===== src/rtl/midi_voice_allocator.sv =====
// MIDI byte parser with running status feeding an LRU polyphonic voice allocator.
// Optional macro VOICE_STEAL_EN: a note-on with every voice gated steals the oldest voice.

module midi_voice_slot #(
   parameter int RW  = 2,
   parameter int IDX = 0
) (
   input  logic          clk,
   input  logic          rst_n,
   input  logic          start,
   input  logic          bump,
   input  logic          clr_gate,
   input  logic [6:0]    new_note,
   input  logic [6:0]    new_vel,
   output logic [6:0]    note,
   output logic [6:0]    vel,
   output logic          gate,
   output logic          trig,
   output logic [RW-1:0] rank
);
   logic [6:0]    note_q, note_d, vel_q, vel_d;
   logic          gate_q, gate_d, trig_q, trig_d;
   logic [RW-1:0] rank_q, rank_d;

   always_comb begin
      note_d = note_q;
      vel_d  = vel_q;
      gate_d = gate_q;
      trig_d = 1'b0;
      rank_d = rank_q;
      if (start) begin
         note_d = new_note;
         vel_d  = new_vel;
         gate_d = 1'b1;
         trig_d = 1'b1;
         rank_d = '0;
      end else begin
         if (bump)     rank_d = rank_q + RW'(1);
         if (clr_gate) gate_d = 1'b0;
      end
   end

   always_ff @(posedge clk or negedge rst_n) begin
      if (!rst_n) begin
         note_q <= '0;
         vel_q  <= '0;
         gate_q <= 1'b0;
         trig_q <= 1'b0;
         rank_q <= RW'(IDX);
      end else begin
         note_q <= note_d;
         vel_q  <= vel_d;
         gate_q <= gate_d;
         trig_q <= trig_d;
         rank_q <= rank_d;
      end
   end

   assign note = note_q;
   assign vel  = vel_q;
   assign gate = gate_q;
   assign trig = trig_q;
   assign rank = rank_q;
endmodule

module midi_voice_allocator #(
   parameter int VOICES = 4,
   parameter int OMNI   = 0
) (
   input  logic                  clk,
   input  logic                  rst_n,
   input  logic [7:0]            rx_byte,
   input  logic                  rx_valid,
   input  logic [3:0]            channel,
   output logic [7*VOICES-1:0]   voice_note,
   output logic [7*VOICES-1:0]   voice_vel,
   output logic [VOICES-1:0]     voice_gate,
   output logic [VOICES-1:0]     voice_trig,
   output logic                  overflow
);
   localparam int RW = $clog2(VOICES);

   typedef enum logic [1:0] {NOSTAT, WAIT_D1, WAIT_D2} pstate_t;
   typedef enum logic [1:0] {EV_NONE, EV_ON, EV_OFF, EV_ALLOFF} ev_t;

   pstate_t    state_q, state_d;
   logic [7:0] status_q, status_d;
   logic [6:0] d1_q, d1_d;
   ev_t        ev_q, ev_d;
   logic [6:0] ev_note_q, ev_note_d, ev_vel_q, ev_vel_d;
   logic       overflow_q, overflow_d;
   logic       complete, ch_ok;

   logic [VOICES-1:0][6:0]    note_w, vel_w;
   logic [VOICES-1:0][RW-1:0] rank_w;
   logic [VOICES-1:0]         gate_w, trig_w, hit, clr, start_vec, bump;
   logic [RW-1:0]             hit_idx, free_idx, tgt, tgt_rank;
   logic                      start_any;

   assign ch_ok = (OMNI != 0) || (status_q[3:0] == channel);

   // Parser: real-time bytes fall through untouched so they can interleave anywhere.
   always_comb begin
      state_d   = state_q;
      status_d  = status_q;
      d1_d      = d1_q;
      complete  = 1'b0;
      ev_d      = EV_NONE;
      ev_note_d = ev_note_q;
      ev_vel_d  = ev_vel_q;
      if (rx_valid) begin
         if (rx_byte[7:3] == 5'b11111) begin
            state_d = state_q;
         end else if (rx_byte[7:4] == 4'hF) begin
            status_d = '0;
            state_d  = NOSTAT;
         end else if (rx_byte[7]) begin
            status_d = rx_byte;
            state_d  = WAIT_D1;
         end else begin
            case (state_q)
               WAIT_D1: begin
                  d1_d = rx_byte[6:0];
                  if (status_q[7:4] == 4'hC || status_q[7:4] == 4'hD) state_d = WAIT_D1;
                  else                                                state_d = WAIT_D2;
               end
               WAIT_D2: begin
                  complete = 1'b1;
                  state_d  = WAIT_D1;
               end
               default: state_d = NOSTAT;
            endcase
         end
      end
      if (complete && ch_ok) begin
         ev_note_d = d1_q;
         ev_vel_d  = rx_byte[6:0];
         case (status_q[7:4])
            4'h9:    ev_d = (rx_byte[6:0] != 7'd0) ? EV_ON : EV_OFF;
            4'h8:    ev_d = EV_OFF;
            4'hB:    ev_d = (d1_q == 7'd123) ? EV_ALLOFF : EV_NONE;
            default: ev_d = EV_NONE;
         endcase
      end
   end

   // Lowest-index search: iterate downward so the smallest match wins.
   always_comb begin
      hit      = '0;
      hit_idx  = '0;
      free_idx = '0;
      for (int i = VOICES-1; i >= 0; i--) begin
         hit[i] = gate_w[i] && (note_w[i] == ev_note_q);
         if (gate_w[i] && (note_w[i] == ev_note_q)) hit_idx = RW'(i);
         if (!gate_w[i]) free_idx = RW'(i);
      end
   end

`ifdef VOICE_STEAL_EN
   logic [RW-1:0] old_idx;
   always_comb begin
      old_idx = '0;
      for (int i = 0; i < VOICES; i++)
         if (rank_w[i] == RW'(VOICES-1)) old_idx = RW'(i);
   end
`endif

   always_comb begin
      start_any  = 1'b0;
      tgt        = '0;
      clr        = '0;
      overflow_d = 1'b0;
      case (ev_q)
         EV_ON: begin
            if (|hit) begin
               start_any = 1'b1;
               tgt       = hit_idx;
            end else if (!(&gate_w)) begin
               start_any = 1'b1;
               tgt       = free_idx;
            end else begin
               overflow_d = 1'b1;
`ifdef VOICE_STEAL_EN
               start_any  = 1'b1;
               tgt        = old_idx;
`endif
            end
         end
         EV_OFF:    clr = hit;
         EV_ALLOFF: clr = '1;
         default:   clr = '0;
      endcase
   end

   assign tgt_rank = rank_w[tgt];

   for (genvar i = 0; i < VOICES; i++) begin : g_voice
      assign start_vec[i] = start_any && (tgt == RW'(i));
      assign bump[i]      = start_any && (rank_w[i] < tgt_rank);
      midi_voice_slot #(.RW(RW), .IDX(i)) u_slot (
         .clk      (clk),
         .rst_n    (rst_n),
         .start    (start_vec[i]),
         .bump     (bump[i]),
         .clr_gate (clr[i]),
         .new_note (ev_note_q),
         .new_vel  (ev_vel_q),
         .note     (note_w[i]),
         .vel      (vel_w[i]),
         .gate     (gate_w[i]),
         .trig     (trig_w[i]),
         .rank     (rank_w[i])
      );
   end

   always_ff @(posedge clk or negedge rst_n) begin
      if (!rst_n) begin
         state_q    <= NOSTAT;
         status_q   <= '0;
         d1_q       <= '0;
         ev_q       <= EV_NONE;
         ev_note_q  <= '0;
         ev_vel_q   <= '0;
         overflow_q <= 1'b0;
      end else begin
         state_q    <= state_d;
         status_q   <= status_d;
         d1_q       <= d1_d;
         ev_q       <= ev_d;
         ev_note_q  <= ev_note_d;
         ev_vel_q   <= ev_vel_d;
         overflow_q <= overflow_d;
      end
   end

   assign voice_note = note_w;
   assign voice_vel  = vel_w;
   assign voice_gate = gate_w;
   assign voice_trig = trig_w;
   assign overflow   = overflow_q;
endmodule


===== config.mk =====
export PLATFORM = sky130hd
export DESIGN_NAME = midi_voice_allocator
export DESIGN_NICKNAME = d
export VERILOG_FILES = /design/src/rtl/midi_voice_allocator.sv
export SDC_FILE = /design/constraint.sdc
export NUM_CORES = 1
export LEC_CHECK = 0
export CORE_MARGIN = 4
export CORE_UTILIZATION = 52
export CTS_BUF_LIST = sky130_fd_sc_hd__clkbuf_4 sky130_fd_sc_hd__clkbuf_8 sky130_fd_sc_hd__clkbuf_16
export DETAILED_ROUTE_END_ITERATION = 10
export PLACE_DENSITY_LB_ADDON = 0.15
export SLEW_MARGIN = 20
export SYNTH_ARGS = -nofsm -noshare
export SYNTH_HDL_FRONTEND = slang
export SYNTH_HIERARCHICAL = 1
export SYNTH_SLANG_ARGS = --single-unit

===== constraint.sdc =====
create_clock -name clk -period 4.46 [get_ports clk]
set_input_delay 1.338 -clock clk [delete_from_list [all_inputs] [get_ports clk]]
set_output_delay 1.338 -clock clk [all_outputs]
set_load 0.01 [all_outputs]

==> run summary, run 1 <==
The run finished with clean final reports. Based on the critical path, the design can be clocked at up to 320 MHz. The analysis attributes to cell leakage a power of 0.00252 uW. The residual DRC count is 0. The share of post-route cells with drive strength above 1 is 0.293. The clock slew at the register clock pins of the worst setup and hold paths is 100 ps. For the worst setup path, the data required time is 4720 ps. The post-CTS repair timing setup buffer count came out at 0.

The floorplan row count came out at 33. The source-to-sink clock delay at the later pin of the worst-skew pair came out at 370 ps. The critical path is of the reg2reg type. The die covers 10200 um2. The number of port buffers is 79.

In this run the vertical extent of the chip is 101 um. The hold violation total from the final report is 0. The total chip power came out at 1740 uW. The worst slack at placement came out at 995 ps. The area growth from synthesis to layout is 22.4%.

The number of cells produced by synthesis came out at 312. The tree is rooted in a sky130_fd_sc_hd__clkbuf_8. The number of buffers created by CTS came out at 9. The clock sink total is 98. The analysis attributes to net switching a power of 423 uW. The worst-path cell with the longest stage delay is sky130_fd_sc_hd__dfrtp_1.

Routability-driven placement finished with a final weighted congestion of 0.879. Counting along the longest clock path gives a buffer depth of 2. In the layout the commonest cells are sky130_fd_sc_hd__dfrtp_1 (98), sky130_fd_sc_hd__clkdlybuf4s50_1 (78), sky130_fd_sc_hd__mux2_2 (49), sky130_fd_sc_hd__mux2_4 (28), sky130_fd_sc_hd__xnor2_1 (25).

The clock tree synthesis step divided the H-tree into 3 levels. The synthesized area divided by synthesized cell count is 14.4 um2. Data arrives at the worst endpoint at 3380 ps. The signal on the critical path passes through xor2_2, nor4_4, a21oi_1, or2_2, a21boi_0, and2_1, buf_4, mux2_2. The total area inside the core boundary comes to 8340 um2. The initial utilization of the core area, before any placement, comes to 0.540. The number of antenna violations at the first check in global routing came to 0.

The final max-slew violation count came out at 0. The number of vias per cell is 5.45. The critical-path maximum fanout came out at 10.

The share of total power dissipated in combinational logic is 0.075. The clock tree from TritonCTS is built. The number of global-route vias before repair came out at 2922.

The internal power is 1320 uW. For the final routed database, the setup TNS stands at 0 ps. Across the routed clock network, the largest skew measured is 11.2 ps. The power per cell area came out at 316 nW/um2.

The yosys synthesis warning count came out at 6. The total routing usage reported by global routing is 0.200. The first global-routing pass estimated 15.6 mm of wire. The maximum vdd ir drop came out at 0.000214 V.

STA classifies the critical path endpoint as a flop. The remaining antenna violation count is 0. The chip width is 101 um. The most frequent standard cell in the layout excluding fill and tap cells is sky130_fd_sc_hd__dfrtp_1. The number of design-rule violations left by the first detailed-router iteration is 93. The final net count came out at 408. The tool flagged a number of max-cap violations equal to 0. The iteration count of the initial detailed-routing pass came out at 4. The total setup violations reported at the end of the flow is 0.

The number of ports placed on the die boundary is 80. The fraction of the cycle the final worst path needs came out at 0.701. The post-DP HPWL is 6.70 mm. The worst slew margin relative to its limit came out at 0.309. Once routing completed, OpenROAD measured the worst setup slack at 1330 ps.

The overflow left after global routing is 0. The per-cell routed wire length came out at 18.9 um. Of the total power, the share spent switching nets is 0.243. The transition time of the tightest slew-check pin came out at 1040 ps. The first element of the critical path is ev_note_q[1].

In this run the worst hold path is classified as reg2reg. The synthesized netlist net count is 329. The share of total power dissipated in the clock network is 0.367. The final critical-path required period came out at 3130 ps.

The number of diodes is 0. The reg-to-reg critical path startpoint is ev_note_q[1]. The post-cts hold buffer count is 0.

The maximum number of pins on one net before global-route repair is 61. Once the clock tree was built, the resizer swapped 0 gates to a different size. The number of vias after detailed routing is 2729. The share of total power in sequential cells is 0.558. STA classifies the critical path startpoint as a flop.

The peak per-stage delay on the critical path came out at 540 ps. The cell area after synthesis is 4510 um2. The startpoint identified for the worst hold timing path is g_voice[1].u_slot/vel[4].

The total wirelength of the detailed-routed design is 9.46 mm. Setup repair after global routing left no endpoint under its margin.
-- path summary, 6_finish.rpt --
| path | endpoint | cells past startpoint | slack, ps |
|---|---|---|---|
| hold / removal | g_voice[1].u_slot/vel[4] | 1 | 510 |
| setup reg to reg | g_voice[3].u_slot/note[2] | 8 | 1330 |
| max in group asynchronous | g_voice[1].u_slot/note[2] | 2 | 2630 |
| hold reg to reg | g_voice[1].u_slot/vel[4] | 1 | 510 |
| min in group asynchronous | g_voice[2].u_slot/note[3] | 1 | 1020 |
| setup / recovery | g_voice[3].u_slot/note[2] | 8 | 1330 |
-- layout make-up --
class                      count  area (um2)
fill                         632        2830
sequential                    98        2450
multi-input combinational    189        1850
timing repair buffer          84         826
tap                          105         131
clock buffer                   9         124
clock inverter                 7        98.8
inverter                       9        33.8
-- layer usage --
layer,track usage,wire length (um),share of wire
met1,0.271,4200,0.44
met2,0.315,4610,0.49
met3,0.0512,516,0.055
met4,0.0675,125,0.013
met5,0,0,0
-- power by group through the flow --
stage,sequential [uW],combinational [uW],clock (uW)
2_1_floorplan,970,90.1,0
3_3_place_gp,988,128,0
3_5_place_dp,990,133,0
4_1_cts,972,133,658
5_1_grt,979,145,693
6_report,972,131,639
-- worst max-delay path: cells and delay by family, from the launching register on --
kind	cells	cell delay, ps
XOR/XNOR	1	220
multiplexers	1	350
AO/OA/AOI/OAI	2	530
AND/OR/NAND/NOR	3	1070
flip-flops	1	540
buffers and inverters	1	310
-- through the flow --
step | std cells | utilization | area (um2) | hold WS, ps
after detailed placement | 485 | 0.635 | 5290 | 494
after floorplan | 312 | - | 4510 | 479
after global routing | 501 | 0.661 | 5520 | 540
final | 501 | 0.661 | 5520 | 514
after CTS | 501 | 0.661 | 5520 | 517
after global placement | 485 | 0.635 | 5290 | 494
-- state kept, by name, indices dropped and copies added, names as in the netlist --
signal               cells
d1_q                     7
ev_note_q                7
ev_q                     2
ev_vel_q                 7
g_voice.u_slot/gate      4
g_voice.u_slot/note     28
g_voice.u_slot/trig      4
g_voice.u_slot/vel      28
overflow                 1
state_q                  2
status_q                 8
(Power assumes the default switching activity.)
==> run 2: changes to the inputs <==
==> constraint.sdc (replaced) <==
create_clock -name clk -period 3.2 [get_ports clk]
set_input_delay 0.96 -clock clk [delete_from_list [all_inputs] [get_ports clk]]
set_output_delay 0.96 -clock clk [all_outputs]
set_load 0.01 [all_outputs]
==> run 2 against run 1 <==
Against the previous run:
- fmax up 6.5%
- cell count up 1.4%
- clock-buffer cell count up 1
- sequential power up 40%
- clock power up 51%
- critical endpoint is now g_voice[0].u_slot/note[6]
- highest routed layer unchanged
==> run summary, run 2 (same netlist as run 1, synthesis figures left out) <==
CTS placed an instance of sky130_fd_sc_hd__clkbuf_8 at the clock tree root. The region available for standard cell placement spans 8340 um2. Counting the fill cells in the layout gives 631. The hold slack is 509 ps. In this run, CTS created clock tree buffers numbering 9. The worst slew margin relative to its limit is 0.266. The post-CTS repair timing setup buffer count came out at 0.

The fraction of the core area covered by cells at the end of the flow is 0.672. The final setup skew came out at 10.6 ps. Setup repair after global routing left no endpoint under its margin. The top cell types in the final layout, fill and taps aside, are sky130_fd_sc_hd__dfrtp_1 (98), sky130_fd_sc_hd__clkdlybuf4s50_1 (78), sky130_fd_sc_hd__mux2_2 (49), sky130_fd_sc_hd__mux2_4 (28), sky130_fd_sc_hd__xnor2_1 (25).

The fraction of the cycle the final worst path needs came out at 0.917. The total routing usage reported by global routing came out at 0.197. The signal arrival time at the worst endpoint came out at 3170 ps. The maximum level of the CTS H-tree is 3. The worst path in the final design needs a cycle of 2930 ps, including I/O delays and setup. The number of antenna violations at the first check in global routing is 0.

The number of vias after detailed routing is 2728. The first global-routing pass estimated 15.4 mm of wire. The worst setup slack after layout is 265 ps. The path category of the worst min-delay check is in2async. After detailed routing, the average wire length per cell comes to 18.8 um.

The number of global-route vias before repair came out at 2853. The total wirelength of the detailed-routed design is 9.55 mm. The detail route stage leaves a number of antenna-violating nets equal to 0.

The maximum number of pins on one net before global-route repair is 53. For the worst flop-to-flop path, the logic depth is 8. Routability-driven placement finished with a final weighted congestion of 0.841.

The floorplan die height is 101 um. For this run the aggregate overflow at the end of global routing stands at 0. Port buffering added 79 buffers. The worst setup path is of the reg2reg kind. The final net count is 415.

In this run, the number of DRC markers left after iteration 0 of detailed routing was 84. The post-DP HPWL is 6.98 mm. The post-cts hold buffer count came out at 0. The reg-to-reg critical path startpoint is ev_note_q[1]. The leakage power came out at 0.00256 uW. The floorplan row count came out at 33. The kind of end point of the critical path is a flop.

IR analysis of the VDD net gives a maximum drop of 0.000286 V. From synthesis to final layout, the design area changed by 24.4%. The number of max-cap violations came out at 0.

After clock tree synthesis, the clock-pin slew on the worst setup and hold paths is 90 ps. STA classifies the critical path startpoint as a flop. The chip width came out at 101 um. The power per cell area came out at 448 nW/um2. The endpoint identified for the worst register-to-register timing path is g_voice[0].u_slot/note[6].

The number of ports placed on the die boundary came out at 80. The die area came out at 10200 um2. The most frequent standard cell in the layout excluding fill and tap cells is sky130_fd_sc_hd__dfrtp_1. TritonCTS built the clock tree.

The worst endpoint required time came out at 3440 ps. The final max-slew violation count came out at 0. The share of post-route cells with drive strength above 1 is 0.305. The transition time of the tightest slew-check pin came out at 1100 ps.

The highest attainable clock frequency came out at 341 MHz. The residual DRC count is 0. The number of vias per cell came out at 5.37. The number of diodes is 0. Setup violations remaining at the end of the flow were counted as 0. The deepest clock path buffer count came out at 2. The hold violation total from the final report is 0. The worst slack at placement is 283 ps. Summed over all failing endpoints, the final setup total negative slack is 0 ps.

The effective utilization at floorplan came out at 0.540. The critical-path maximum fanout is 16. The worst reg-to-reg setup slack came out at 270 ps. The later pin in the worst-skew pair is clocked with a latency of 350 ps. The clock sink total came out at 98.

The run finished with clean final reports. The iteration count of the initial detailed-routing pass came out at 4. The number of resized instances in the post-cts repair step is 0.
run 2: power by group:
part / internal [uW] / total (uW) / switching (uW)
Clock: 542 / 966 / 424
Combinational: 99.6 / 185 / 84.9
Sequential: 1290 / 1360 / 65.7
Total: 1940 / 2510 / 575
run 2: metal layers:
layer	global-route usage	share of wire	vias to the layer above
li1	-	-	1275
met1	0.266	0.45	1390
met2	0.326	0.50	59
met3	0.0450	0.050	4
met4	0.0429	0.0052	0
met5	0	0	-
run 2: worst max-delay path by stage:
stage	endpoint	cells past startpoint	slack, ps	from
after floorplan	g_voice[0].u_slot/note[0]	11	710	ev_note_q[0]
after global placement	g_voice[0].u_slot/vel[3]	7	310	ev_note_q[5]
after detailed placement	g_voice[0].u_slot/note[6]	8	280	ev_note_q[1]
after CTS	g_voice[0].u_slot/note[2]	8	260	ev_note_q[1]
after global routing	g_voice[0].u_slot/note[2]	7	100	ev_note_q[3]
final	g_voice[0].u_slot/note[6]	8	270	ev_note_q[1]
run 2: final cells by class:
cell class | instances | area (um2) | share of cell area
Tap cell | 105 | 131 | 0.0234
Inverter | 9 | 33.8 | 0.00603
Timing Repair Buffer | 91 | 891 | 0.159
Sequential cell | 98 | 2450 | 0.437
Multi-Input combinational cell | 189 | 1850 | 0.330
Clock buffer | 10 | 138 | 0.0245
Clock inverter | 6 | 111 | 0.0199
run 2: through the flow:
step / std cells / power [uW] / cell area, um2
3_5_place_dp: 492 / 1570 / 5360
2_1_floorplan: 312 / 1480 / 4510
6_report: 508 / 2510 / 5610
5_1_grt: 508 / 2610 / 5610
3_3_place_gp: 492 / 1560 / 5360
4_1_cts: 508 / 2530 / 5610
run 2: critical path: stages, from the launching register on:
cell,delay [ps]
sky130_fd_sc_hd__dfrtp_1,520
sky130_fd_sc_hd__xor2_2,220
sky130_fd_sc_hd__nor4_4,300
sky130_fd_sc_hd__and2_4,220
sky130_fd_sc_hd__or2_4,130
sky130_fd_sc_hd__o41a_2,120
sky130_fd_sc_hd__nand2_1,50
sky130_fd_sc_hd__nor2_2,840
sky130_fd_sc_hd__mux2_2,420
==> run 3: changes to the inputs <==
--- a/config.mk
+++ b/config.mk
@@ -5,12 +5,12 @@
 export SDC_FILE = /design/constraint.sdc
 export NUM_CORES = 1
 export LEC_CHECK = 0
+export CORE_ASPECT_RATIO = 1.25
 export CORE_MARGIN = 4
 export CORE_UTILIZATION = 52
 export CTS_BUF_LIST = sky130_fd_sc_hd__clkbuf_4 sky130_fd_sc_hd__clkbuf_8 sky130_fd_sc_hd__clkbuf_16
 export DETAILED_ROUTE_END_ITERATION = 10
 export PLACE_DENSITY_LB_ADDON = 0.15
-export SLEW_MARGIN = 20
 export SYNTH_ARGS = -nofsm -noshare
 export SYNTH_HDL_FRONTEND = slang
 export SYNTH_HIERARCHICAL = 1
==> constraint.sdc (replaced) <==
create_clock -name clk -period 3.6 [get_ports clk]
set_input_delay 1.08 -clock clk [delete_from_list [all_inputs] [get_ports clk]]
set_output_delay 1.08 -clock clk [all_outputs]
set_load 0.01 [all_outputs]
==> run 3 against run 2 <==
Against the previous run:
- utilization down 1.3 points
- register-to-register slack improved by 430 ps
- wire length hardly changed
==> run summary, run 3 (same netlist as run 1, synthesis figures left out) <==
At the worst endpoint, the required time is 3850 ps. The met3 track utilization from global routing is 0.0483. The setup check on the worst reg-to-reg path leaves a slack of 690 ps. The highest attainable clock frequency is 344 MHz. The per-cell routed wire length is 19.3 um. During placement, the flow inserted port buffers numbering 79. The number of max-cap violations is 0. The cell count of the worst reg-to-reg path is 8.

The floorplan die height came out at 112 um. Among all stages on the critical path, the largest delay is contributed by sky130_fd_sc_hd__dfrtp_1. The clock net in this run drives a total of 98 sinks.

The top cell types in the final layout, fill and taps aside, are sky130_fd_sc_hd__dfrtp_1 (98), sky130_fd_sc_hd__clkdlybuf4s50_1 (78), sky130_fd_sc_hd__mux2_2 (49), sky130_fd_sc_hd__mux2_4 (28), sky130_fd_sc_hd__xnor2_1 (25). The wire length of the first global-routing pass came out at 16.1 mm. The post-DP HPWL came out at 6.79 mm.

After floorplanning, the core was sized to cover 8330 um2. From left edge to right edge, the die measures 91.3 um. Adding up every negative setup slack in the final design gives 0 ps. Setup repair after global routing left no endpoint under its margin. The number of antenna violations at the first check in global routing came to 0. Compared with the post-synthesis result, the final layout area differs by 21.8%.

The die covers 10200 um2. The remaining antenna violation count came out at 0. The peak per-stage delay on the critical path came out at 510 ps. The global routing met1 resource utilization came out at 0.265. The most heavily used metal layer in global routing is met2.

The final setup skew came out at 13.9 ps. VDD sags by at most 0.000283 V. Data on the critical path arrives at its endpoint at 3150 ps. The worst setup path is captured at a flop. The number of diodes came out at 0. The clock tree from TritonCTS is built. Entering global routing, the biggest net connects 57 pins. The floorplan row count is 37. In this run, the number of DRC markers left after iteration 0 of detailed routing was 108. The most frequent standard cell in the layout excluding fill and tap cells is sky130_fd_sc_hd__dfrtp_1. The power per cell area came out at 368 nW/um2.

The global placement routability congestion came out at 0.865. Once layout is done, the placed cells without fillers occupy 5490 um2. The path category of the worst min-delay check is reg2reg. The overflow left after global routing is 0. The number of resized instances in the post-cts repair step is 0.

The first TritonRoute pass finished after 4 iterations. The longest clock path from root to sink contains 2 buffers. The final net count is 409.

The analysis attributes to cell leakage a power of 0.00250 uW. Summing all multi-input logic gate instances after layout gives 1850 um2. The worst register-to-register path begins at ev_note_q[1]. The post-cts hold buffer count came out at 0.

The source-to-sink clock delay at the later pin of the worst-skew pair came out at 360 ps. In the final layout, the share of cells above drive strength 1 is 0.295. Walking the worst path, the cells encountered are xor2_2, nor4_4, a21oi_1, or2_2, a21boi_0, and2_1, buf_12, mux2_2. Summing all flip-flop and latch instances after layout gives 2450 um2.

The post-CTS repair timing setup buffer count came out at 0. The number of buffers created by CTS came out at 9. The transition time of the tightest slew-check pin came out at 723 ps. The clock tree synthesis step divided the H-tree into 3 levels. The type of the setup path with the least slack is reg2reg. The instance area at placement is 5320 um2. Across every metal layer, demand over resource in global routing totals 0.200.

The first element of the critical path is ev_note_q[1]. The effective utilization at floorplan came out at 0.541. The number of vias after detailed routing came out at 2741. In this run the worst setup path terminates at g_voice[3].u_slot/vel[3]. The number of vias per cell is 5.55.

The final max-slew violation count came to 0. The root buffer cell is sky130_fd_sc_hd__clkbuf_8. The hold violation total from the final report is 0.

The total setup violations reported at the end of the flow came out at 0. The worst setup path is launched from a flop. After clock tree synthesis, the clock-pin slew on the worst setup and hold paths is 100 ps. The number of global-route vias before repair came out at 3014. The critical-path maximum fanout came out at 11. The fraction of the cycle the final worst path needs came out at 0.808. The reg-to-reg endpoint is g_voice[3].u_slot/vel[3]. The number of filler instances in the final layout is 643. The worst slew margin relative to its limit is 0.518. The residual DRC count came out at 0. The total chip power is 2020 uW. The routing usage on met2 came out at 0.327. The final critical-path required period is 2910 ps. The flow ran to the end, and the final reports show no timing, DRC or antenna violations. Pin placement for this block handled 80 I/O pins.

After detailed routing, the total wire length is 9.54 mm.
## run 3: changes by cell type in the layout (fill, tap and decap cells not counted)
cell | previous run | this run
sky130_fd_sc_hd__inv_6 | 1 | 3
sky130_fd_sc_hd__bufinv_16 | 3 | 0
sky130_fd_sc_hd__buf_12 | 1 | 2
sky130_fd_sc_hd__clkinv_2 | 1 | 2
sky130_fd_sc_hd__clkinvlp_4 | 1 | 2
sky130_fd_sc_hd__buf_4 | 12 | 5
sky130_fd_sc_hd__clkbuf_8 | 10 | 9
## run 3: worst max-delay path: cells and delay by family, from the launching register on
family / cells / cell delay [ps]
flip-flops: 1 / 510
multiplexers: 1 / 330
AND/OR/NAND/NOR: 3 / 1060
AO/OA/AOI/OAI: 2 / 470
buffers and inverters: 1 / 210
XOR/XNOR: 1 / 210
## run 3: cell type report
type                       instances  share of cell area
multi-input combinational        189               0.337
clock inverter                     7             0.00934
clock buffer                       9              0.0226
tap                               97              0.0221
sequential                        98               0.447
inverter                           9             0.00615
timing repair buffer              85               0.156
## run 3: metal layers
| layer | vias up | wire length (um) |
|---|---|---|
| met1 | 1401 | 4180 |
| li1 | 1262 | - |
| met4 | 0 | 140 |
| met3 | 14 | 395 |
| met2 | 64 | 4820 |
| met5 | - | 0 |
## run 3: where the power goes
group          internal [uW]  total [uW]  switching, uW  leakage, uW
combinational           86.3         162           75.6      0.00107
clock                    256         650            394    0.0000864
sequential              1150        1210           56.5      0.00134
## run 3: worst min path at each step
stage | startpoint | endpoint | slack [ps] | cells after the start
after floorplan | status_q[7] | status_q[7] | 480 | 1
after CTS | g_voice[0].u_slot/vel[4] | g_voice[0].u_slot/vel[4] | 520 | 1
after global routing | g_voice[0].u_slot/vel[4] | g_voice[0].u_slot/vel[4] | 530 | 1
after global placement | g_voice[3].u_slot/vel[2] | g_voice[3].u_slot/vel[2] | 490 | 1
final | g_voice[0].u_slot/vel[4] | g_voice[0].u_slot/vel[4] | 510 | 1
after detailed placement | g_voice[1].u_slot/vel[0] | g_voice[1].u_slot/vel[0] | 490 | 1
## run 3: through the flow
step,cells,setup slack (ps),utilization,hold WS [ps]
2_1_floorplan,312,1110,-,479
3_3_place_gp,478,709,0.638,490
3_5_place_dp,478,671,0.638,494
4_1_cts,494,671,0.659,519
5_1_grt,494,490,0.659,531
6_report,494,691,0.659,513
==> patch, RTL diff (flow settings as in run 3) <==
The output `overflow` loses its register stage (`overflow_q` becomes a continuous assignment).
--- a/src/rtl/midi_voice_allocator.sv
+++ b/src/rtl/midi_voice_allocator.sv
@@ -222,5 +222,4 @@
          ev_note_q  <= '0;
          ev_vel_q   <= '0;
-         overflow_q <= 1'b0;
       end else begin
          state_q    <= state_d;
@@ -230,7 +229,8 @@
          ev_note_q  <= ev_note_d;
          ev_vel_q   <= ev_vel_d;
-         overflow_q <= overflow_d;
-      end
-   end
+      end
+   end
+
+   assign overflow_q = overflow_d;
 
    assign voice_note = note_w;
Check against the original RTL: no difference found for any inputs over 4 cycles, from zero or initial values and one cycle with rst_n low; that may be too few to reach the edited logic, so the function may still have changed.
==> patch against run 3 <==
  * Sequential cell count is 1 lower
  * Worst setup slack lost 0.61 ns
  * Clock skew grew 0.0057 ns
  * Routed wire length up 0.74%
  * Total power rose by 1.0%
  * Global-route usage is essentially flat
  * Non-clock buffer count is 6 higher
  * Synthesized area decreased by 0.56%
  * Via count shrank 0.15%
  * Final area up 0.96%
  * Synthesized cell count fell by 0.32%
  * Largest cell class unchanged
  * Highest routed layer unchanged
==> patch: results <==
metrics = {
    "cts": {
        "cts-buffers-inserted": 9,
        "clock_latency_ns": 0.38,
        "clkSinkCount": 97,
    },
    "setup_path": {
        "cp_max_fo": 4,
        "crit_path_top_delay_cell": "clkdlybuf4s50_1",
        "crit_path_max_incr_delay_ns": 0.53,
    },
    "place": {
        "hpwl_um": 6810,
        "postPlaceCellArea_um2": 5280,
        "port-buffer-count": 79,
        "gp_congestion": 0.819,
    },
    "drt": {
        "drtIter0Drc": 81,
        "routedWlPerCell_um": 19.3,
        "via_count": 2737,
    },
    "finish": {
        "nClkBuffers": 10,
        "multi_input_area_share_pct": 34.1,
        "signal_buffers": 91,
        "n_fill_cell": 651,
        "n_antenna_cell": 0,
        "seq-cell-share_pct": 43.9,
        "final_util_pct": 66.5,
        "final-nonclk-buf-share_pct": 15.8,
        "nets": 414,
        "clk_share_pct": 3.30,
        "drive_above_1_share_pct": 33.3,
    },
    "status": {
        "outcome": "finished clean",
    },
    "grt": {
        "grt_max_degree": 48,
        "grt_pass1_vias": 2929,
        "grt_pass1_wl_um": 15800,
        "grtUsageTotal_pct": 20.0,
        "antenna_found_initial": 0,
    },
    "yosys": {
        "syn_nets": 328,
    },
    "sta": {
        "worst_clock_skew_ns": 0.0195,
        "relSlewSlack_pct": 20.5,
    },
    "pwr": {
        "swShare_pct": 26.5,
        "leakage_nw": 2.50,
        "max-vdd-ir-drop_uv": 233,
        "p_comb_share_pct": 8.4,
        "p_seq_share_pct": 58.5,
    },
    "die": {
        "die_width_um": 91.0,
    },
}
## patch: per-stage QoR
step / setup TNS [ns] / cells / hold WS, ns / setup WS (ns)
2_1_floorplan: 0 / 311 / 0.479 / 0.866
3_3_place_gp: 0 / 479 / 0.488 / 0.337
3_5_place_dp: 0 / 479 / 0.495 / 0.284
4_1_cts: 0 / 497 / 0.525 / 0.0355
5_1_grt: -0.000263 / 499 / 0.541 / -0.000263
6_report: 0 / 499 / 0.517 / 0.0805
## patch: worst paths after layout
path / cells after the start / slack, ns / from / to
worst max-delay path: 7 / 0.08 / ev_note_q[4]$_DFFE_PN0P_ / overflow
worst min-delay path: 1 / 0.52 / g_voice[1].u_slot/vel[2]$_DFFE_PN0P_ / g_voice[1].u_slot/vel[2]$_DFFE_PN0P_
worst max register to register: 8 / 0.52 / ev_note_q[5]$_DFFE_PN0P_ / g_voice[0].u_slot/vel[2]$_DFFE_PN0P_
worst min register to register: 1 / 0.52 / g_voice[1].u_slot/vel[2]$_DFFE_PN0P_ / g_voice[1].u_slot/vel[2]$_DFFE_PN0P_
max in group asynchronous: 2 / 2.12 / rst_n / ev_note_q[6]$_DFFE_PN0P_
min in group asynchronous: 1 / 0.68 / rst_n / g_voice[0].u_slot/note[3]$_DFFE_PN0P_
## patch: layer usage
layer,share of wire [%],track usage (%)
met3,4.2,4.73
met1,44,25.8
met2,51,33.2
met5,0,0
met4,1.3,6.34
## patch: worst register-to-register path, cell delays in order, from the launching register on
cell      delay, ns
dfrtp_2        0.47
buf_4          0.17
xnor2_1        0.22
nand4_1        0.19
or2_2          0.38
o311ai_4       0.10
nand2_1        0.10
nor2_2         0.91
mux2_2         0.42
## patch: what timing repair did
action,CTS,global route
gates resized for setup,9,3
endpoints found under the setup margin,1,1
gates cloned,0,0
buffers inserted,2,2
hold buffers,0,0
